--- src/rtl/spi_flash_read_master.sv ---
// SPI flash READ master: shifts out command and address, then collects len bytes from MISO.
// Every SCK edge is paced by the externally divided sub_clock and its low-phase strobe.
module spi_flash_read_master #(
    parameter logic [7:0]  READ_CMD = 8'h03,
    parameter int unsigned ADDR_W   = 24,
    parameter int unsigned LEN_W    = 8
) (
    input  logic              top_clk,
    input  logic              reset,
    input  logic              sub_clock,
    input  logic              si_strobe,
    input  logic              start,
    input  logic [ADDR_W-1:0] addr,
    input  logic [LEN_W-1:0]  len,
    input  logic              flash_miso,
    output logic              flash_cs_n,
    output logic              flash_sck,
    output logic              flash_mosi,
    output logic [7:0]        data_out,
    output logic              data_valid,
    output logic              busy,
    output logic              done
);
    localparam int unsigned CNT_W = $clog2((ADDR_W > 8) ? ADDR_W : 8);

    typedef enum logic [2:0] {S_IDLE, S_CMD, S_ADDR, S_DATA, S_STOP} state_t;

    state_t             state_q, state_d;
    logic               cs_n_q, cs_n_d;
    logic               sck_en_q, sck_en_d;
    logic               mosi_q, mosi_d;
    logic [7:0]         data_out_q, data_out_d;
    logic               data_valid_q, data_valid_d;
    logic               busy_q, busy_d;
    logic               done_q, done_d;
    logic               sub_clock_q;
    logic [CNT_W-1:0]   bit_cnt_q, bit_cnt_d;
    logic [ADDR_W-1:0]  addr_q, addr_d;
    logic [LEN_W-1:0]   remaining_q, remaining_d;
    logic [6:0]         shreg_q, shreg_d;
    logic               rise;

    // Enable only toggles during the sub_clock low phase, so the gated clock never glitches.
    assign flash_sck  = sub_clock & sck_en_q;
    assign flash_cs_n = cs_n_q;
    assign flash_mosi = mosi_q;
    assign data_out   = data_out_q;
    assign data_valid = data_valid_q;
    assign busy       = busy_q;
    assign done       = done_q;

    always_comb begin
        rise         = sub_clock & ~sub_clock_q & sck_en_q;
        state_d      = state_q;
        cs_n_d       = cs_n_q;
        sck_en_d     = sck_en_q;
        mosi_d       = mosi_q;
        data_out_d   = data_out_q;
        data_valid_d = 1'b0;
        busy_d       = busy_q;
        done_d       = 1'b0;
        bit_cnt_d    = bit_cnt_q;
        addr_d       = addr_q;
        remaining_d  = remaining_q;
        shreg_d      = shreg_q;
        case (state_q)
            S_IDLE: begin
                busy_d   = 1'b0;
                sck_en_d = 1'b0;
                if (start) begin
                    busy_d = 1'b1;
                    if (len != '0) begin
                        addr_d      = addr;
                        remaining_d = len;
                        cs_n_d      = 1'b0;
                        bit_cnt_d   = '0;
                        state_d     = S_CMD;
                    end else begin
                        done_d = 1'b1;
                    end
                end
            end
            S_CMD: begin
                if (si_strobe) begin
                    mosi_d   = READ_CMD[~bit_cnt_q[2:0]];
                    sck_en_d = 1'b1;
                end
                if (rise) begin
                    if (bit_cnt_q == CNT_W'(7)) begin
                        bit_cnt_d = '0;
                        state_d   = S_ADDR;
                    end else begin
                        bit_cnt_d = bit_cnt_q + CNT_W'(1);
                    end
                end
            end
            S_ADDR: begin
                if (si_strobe) begin
                    mosi_d   = addr_q[CNT_W'(ADDR_W - 1) - bit_cnt_q];
                    sck_en_d = 1'b1;
                end
                if (rise) begin
                    if (bit_cnt_q == CNT_W'(ADDR_W - 1)) begin
                        bit_cnt_d = '0;
                        state_d   = S_DATA;
                    end else begin
                        bit_cnt_d = bit_cnt_q + CNT_W'(1);
                    end
                end
            end
            S_DATA: begin
                if (si_strobe) begin
                    mosi_d = 1'b0;
                end
                if (rise) begin
                    shreg_d = {shreg_q[5:0], flash_miso};
                    if (bit_cnt_q == CNT_W'(7)) begin
                        data_out_d   = {shreg_q, flash_miso};
                        data_valid_d = 1'b1;
                        remaining_d  = remaining_q - LEN_W'(1);
                        bit_cnt_d    = '0;
                        if (remaining_q == LEN_W'(1)) begin
                            state_d = S_STOP;
                        end
                    end else begin
                        bit_cnt_d = bit_cnt_q + CNT_W'(1);
                    end
                end
            end
            S_STOP: begin
                // Wait for the low-phase strobe so SCK is low when the gate closes.
                if (si_strobe) begin
                    sck_en_d = 1'b0;
                    cs_n_d   = 1'b1;
                    mosi_d   = 1'b0;
                    done_d   = 1'b1;
                    state_d  = S_IDLE;
                end
            end
            default: begin
                state_d = S_IDLE;
            end
        endcase
    end

    always_ff @(posedge top_clk or posedge reset) begin
        if (reset) begin
            state_q      <= S_IDLE;
            cs_n_q       <= 1'b1;
            sck_en_q     <= 1'b0;
            mosi_q       <= 1'b0;
            data_out_q   <= '0;
            data_valid_q <= 1'b0;
            busy_q       <= 1'b0;
            done_q       <= 1'b0;
            sub_clock_q  <= 1'b0;
            bit_cnt_q    <= '0;
            addr_q       <= '0;
            remaining_q  <= '0;
            shreg_q      <= '0;
        end else begin
            state_q      <= state_d;
            cs_n_q       <= cs_n_d;
            sck_en_q     <= sck_en_d;
            mosi_q       <= mosi_d;
            data_out_q   <= data_out_d;
            data_valid_q <= data_valid_d;
            busy_q       <= busy_d;
            done_q       <= done_d;
            sub_clock_q  <= sub_clock;
            bit_cnt_q    <= bit_cnt_d;
            addr_q       <= addr_d;
            remaining_q  <= remaining_d;
            shreg_q      <= shreg_d;
        end
    end
endmodule

--- config.mk ---
export PLATFORM = sky130hd
export DESIGN_NAME = spi_flash_read_master
export DESIGN_NICKNAME = d
export VERILOG_FILES = /design/src/rtl/spi_flash_read_master.sv
export SDC_FILE = /design/constraint.sdc
export NUM_CORES = 1
export LEC_CHECK = 0
export ABC_AREA = 1
export CELL_PAD_IN_SITES_DETAIL_PLACEMENT = 1
export CELL_PAD_IN_SITES_GLOBAL_PLACEMENT = 1
export CORE_UTILIZATION = 40
export CTS_CLUSTER_DIAMETER = 80
export DETAILED_ROUTE_END_ITERATION = 10
export PLACE_DENSITY_LB_ADDON = 0.1
export RECOVER_POWER = 25
export SYNTH_ARGS = -nofsm -noshare
export SYNTH_HDL_FRONTEND = slang
export SYNTH_SLANG_ARGS = --single-unit
--- constraint.sdc ---
create_clock -name top_clk -period 3.7 [get_ports top_clk]
set_input_delay 1.11 -clock top_clk [delete_from_list [all_inputs] [get_ports top_clk]]
set_output_delay 1.11 -clock top_clk [all_outputs]
set_load 0.03 [all_outputs]
== Word level (Yosys, flattened, before mapping) ==
Memory sizes are Yosys's and may differ from the RTL's.
Index checks and enable logic that the tools add are counted.

* Logic and storage cells: 108
* Input bits: 38
* Output and inout port bits: 14
* Memory bits (read-only): 8
* Register bits: 62
* Memories kept: 1

{| class="wikitable"
|+ Memory list
! name !! words !! bits a word !! rd ports !! clocked after Yosys merged registers in !! write ports !! line !! RTL
|-
| (name not given) || 8 || 1 || 1 || 0 || 0 || 85 || <nowiki>mosi_d = READ_CMD[~bit_cnt_q[2:0]];</nowiki>
|}

* Bitwise operators: 5
* $add $sub $neg: 3
* Equality and inequality tests: 22
* Magnitude comparators: 2
* Muxes and demuxes: 43
* Reductions and logical operators: 19

{| class="wikitable"
|+ Operator list
! kind !! count
|-
| 8-bit two-way mux || 4
|-
| 3-bit two-way mux || 10
|-
| 5-bit two-way mux || 6
|-
| 2-bit inequality test (second input constant) || 12
|-
| 8-bit one-hot mux with 2 select lines || 1
|-
| 1-bit two-way mux || 15
|-
| 3-bit one-hot mux with 5 select lines || 1
|-
| 5-bit one-hot mux with 3 select lines || 1
|-
| 10-bit AND reduction || 1
|-
| 5-bit AND reduction || 2
|-
| 3-bit AND reduction || 3
|-
| 3-bit nonzero test || 3
|-
| 8-bit by 1-bit == test with 1-bit output (second input constant) || 1
|-
| 4-bit AND reduction || 2
|-
| 8-bit nonzero test || 1
|-
| 8-bit by 1-bit subtractor with 8-bit output (second input constant) || 1
|-
| 3-bit by 2-bit == test with 1-bit output (second input constant) || 2
|-
| 5-bit by 6-bit less-than comparator with 1-bit output (second input constant) || 1
|-
| 2-bit by 1-bit inequality test with 1-bit output (second input constant) || 3
|-
| 1-bit one-hot mux with 3 select lines || 2
|-
| 2-bit OR reduction || 3
|-
| 5-bit by 1-bit adder with 5-bit output (second input constant) || 1
|-
| 1-bit binary-select mux with 5-bit select || 1
|-
| 5-bit by 3-bit == test with 1-bit output (second input constant) || 1
|-
| other kinds (12) || 16
|}

== Logic depth before layout (Yosys ltp) ==
* Depth in word-level cells: 5
* Depth in mapped cells: 11
* Depth with buffers taken out: 11

== Least setup slack after synthesis ==
No wires, ideal clock.

* Path kind: input port to output port
* From: input sub_clock
* To: output flash_sck
* Slack: 1.235 ns
* Stages: 2
* Path buffers: 0
* Data required time: 2.590 ns
* Data arrival time: 1.355 ns
* Cells stage by stage: nand2_1 > inv_1

* Cells in the longest elaborated chain, start to end: 1

{| class="wikitable"
|+ Ends and longest elaborated chain
! element !! line !! RTL
|-
| from (decl) || 10 || <nowiki>input logic sub_clock,</nowiki>
|-
| 1-bit AND || 44 || <nowiki>assign flash_sck = sub_clock & sck_en_q;</nowiki>
|-
| to (decl) || 17 || <nowiki>output logic flash_sck,</nowiki>
|}

No other way between the ends.

== Final worst setup path ==
Same ends and word-level chain as after synthesis.

==> summary.md <==
| Metric | Value |
|---|---|
| Setup Skew | between 0.01 and 0.015 ns |
| Clk Latency, worst-skew pair | 0.33 ns |
| DR vias | 2714 |
| Diodes inserted | 0 |
| Max clock buf depth | 2 |
| Met3 WL | 225 µm |
| Seq cells post-synth | 62 |
| Avg Synthesized Cell Area | 7.82 µm² |
| Post-route insts no fill | 558 |
| Cells after Synth | about 400 |
| Die ar. | 8150 µm² |
| Initial core utilization | 42.1% |
| Slew headroom | 26.8% |
| Synth top area cells | dfrtp_1 49%, nand2_1 17%, inv_1 5.3% |
| H-tree depth | 3 |
| Met2 wire length | 3640 µm |
| Area leader, netlist | dfrtp_1 |
| Least-Margin Pin Slew | 1.10 ns |
| Worst Setup End Kind | output pin |
| DRT Pass-1 Iters | 4 |
| Hold WC Path Type | reg2reg |
| DR iter-0 viols | between 60 and 70 |
| P&R area growth vs syn | 25.6% |
| CP max FO | 2 |
| WL final | 7630 µm |
| Register area share after synthesis | 49.8% |
| First-pass GRT wire length | ~13000 µm |
| Synth Cell Area | 3120 µm² |
| R2R setup slack | 1.39 ns |
| DRC errors left | 0 |
| Power per cell area | between 700 and 800 nW/µm² |
| Crit Path Category | in2out |
| Worst setup margin | between 0.15 and 0.2 ns |
| Post-synth EDFFs | 0 |
| Filler Cell Count | 910 |
| RSZ-0062 raised after global routing | false |
| RR Startpoint | bit_cnt_q[0] |
| Chip width | 90.3 µm |
| Die H | 90.3 µm |
| Outcome | completed |
| Async S/R FF share, synth | between 90% and 100% |
| Pre-CTS setup slack | roughly 0.22 ns |
| Final setup TNS | 0 ns |
| Largest net degree at the start of global routing | 35 |
| Port buffer count | 51 |
| Final min period | 3.54 ns |
| Number of global-route vias before repair | 2919 |
| Tot GR Track Use | 20.4% |
| GRT overflow | 0 |
| Most frequent cells after synthesis | 139 x nand2_1, 61 x dfrtp_1, 44 x inv_1 |
| Cells after DPL | 542 |
| Number of vias per cell | 4.86 |
| Syn nets | 441 |
| Final Max Slew Viols | 0 |
| Post-DP Area | 3720 µm² |
| Reg2Reg Capture Point | remaining_q[6] |
| CTS clk-pin slew, worst paths | roughly 0.07 ns |
| Most used DFF post-synth | dfrtp_1 |
| Antenna violations before repair | 0 |
| Crit path to | flash_sck |
| Yosys warns | 0 |
| Critical path startpoint | sub_clock |
| Top layer in use | met4 |
| Final hold violation count | 0 |
| Period utilisation layout | 95.6% |
| Clock Sink Count | 62 |
| WP data arrival | 2.43 ns |
| Post-CTS resize count | 0 |
| TritonCTS clock tree | done |
| CTS hold repair buffers | 0 |
| WL/cell | 13.7 µm |
| Row cnt | 31 |
| Share of layout cells above drive strength 1 | ~8.7% |
| Cell variety after synth | 33 |
| Area share of the largest cell type after synthesis | between 40% and 50% |
| Max_cap viols | 0 |
| Routability-driven placement congestion ratio | 0.787 |
| Leakage | 1.92 nW |
| Final core occ | 52.9% |
| Peak supply drop | 0.000244 V |
| Setup crit start kind | input port |
| Final Cell Area | 3920 µm² |
| R2r worst-path depth | 10 |
| I/O pins | 52 |
| Root buffer cell | clkbuf_8 |
| # Post-CTS Setup Buffers | 0 |
| CORE AREA | ~7400 µm² |
| Wl on met1 | 3690 µm |
| Max Fclk | 283 MHz |
| Setup Viol. Count Final | 0 |
| Antenna Nets Post-Route | 0 |
| Required time worst endpoint | 2.59 ns |
| CTS buffer count | 9 |
| Most common cell in the netlist | nand2_1 |
| Fin nets | approximately 500 |
| Hpwl dp | 5580 µm |
==> where the power goes <==
| group | total (W) | switching (W) | internal, W | leakage (nW) |
|---|---|---|---|---|
| logic | 0.00108 | 0.000696 | 0.000385 | 1.04 |
| registers | 0.00109 | 0.000174 | 0.000919 | 0.785 |
| clock network | 0.000615 | 0.000282 | 0.000333 | 0.0987 |
==> logic make-up after synthesis <==
| logic type | after synthesis | synth area share, % |
|---|---|---|
| AOI/OAI and AO/OA | 64 | 11.6 |
| adders and majority gates | 4 | 1.60 |
| buffers and inverters | 58 | 7.82 |
| and+or+nand+nor | 208 | 28.4 |
| DFF | 62 | 49.8 |
| xor gates and xnor gates | 3 | 0.843 |
==> state kept, by name, summed over array words and instances, names as in the netlist, 3 cells and up <==
register     cells
addr_q          24
data_out         8
remaining_q      8
shreg_q          7
bit_cnt_q        5
state_q          3
==> area by class of cell <==
| cell class | instances | area [µm²] | share of cell area [%] |
|---|---|---|---|
| flip-flops and latches | 62 | 1550 | 39.6 |
| multi-input cells | 279 | 1320 | 33.7 |
| repair buffers | 54 | 531 | 13.5 |
| inverters | 48 | 180 | 4.60 |
| clock buffers | 10 | 138 | 3.51 |
| well taps | 99 | 124 | 3.16 |
| clock inverters | 6 | 71.3 | 1.82 |
==> per-stage QoR <==
stage | power (W) | hold slack [ns]
2_1_floorplan | 0.00188 | 0.442
3_3_place_gp | 0.00215 | 0.455
3_5_place_dp | 0.00220 | 0.459
4_1_cts | 0.00282 | 0.470
5_1_grt | 0.00303 | 0.495
6_report | 0.00279 | 0.467
==> worst max-delay path, cell delays in order <==
cell and delay, ns:
dlygate4sd3_1 0.54, nand2_1 0.07, inv_1 0.05, clkdlybuf4s50_1 0.66
==> worst min-delay path by stage <==
stage                    start    endpoint  slack [ns]  cells after the start
floorplan           shreg_q[0]  shreg_q[0]        0.44                      2
global placement    shreg_q[0]  shreg_q[0]        0.46                      2
detailed placement  flash_cs_n  flash_cs_n        0.46                      2
CTS                 flash_cs_n  flash_cs_n        0.47                      2
global route        flash_cs_n  flash_cs_n        0.50                      2
finish              flash_cs_n  flash_cs_n        0.47                      2
==> cell usage in the layout, fill, tap and decap left out, drive strengths merged <==
cell	n
nand2	146
dfrtp	61
o21ai	49
clkdlybuf4s50	47
inv	47
nor2	36
nand3	21
clkbuf	11
a21oi	7
ha	4
dlygate4sd3	4
clkinv	4
xor2	3
nor3	3
nand3b	2
o21a	2
clkinvlp	2
buf	2
o211ai	2
a21boi	1
a22oi	1
o32ai	1
a31oi	1
bufinv	1
dfstp	1
==> routing by layer <==
layer  vias up  GRT usage, %
met5         -             0
met4         0          6.45
met3         8          3.03
met2        42          34.5
met1      1296          27.1
li1       1368             -
No activity file was read; power rests on OpenSTA's default activity.
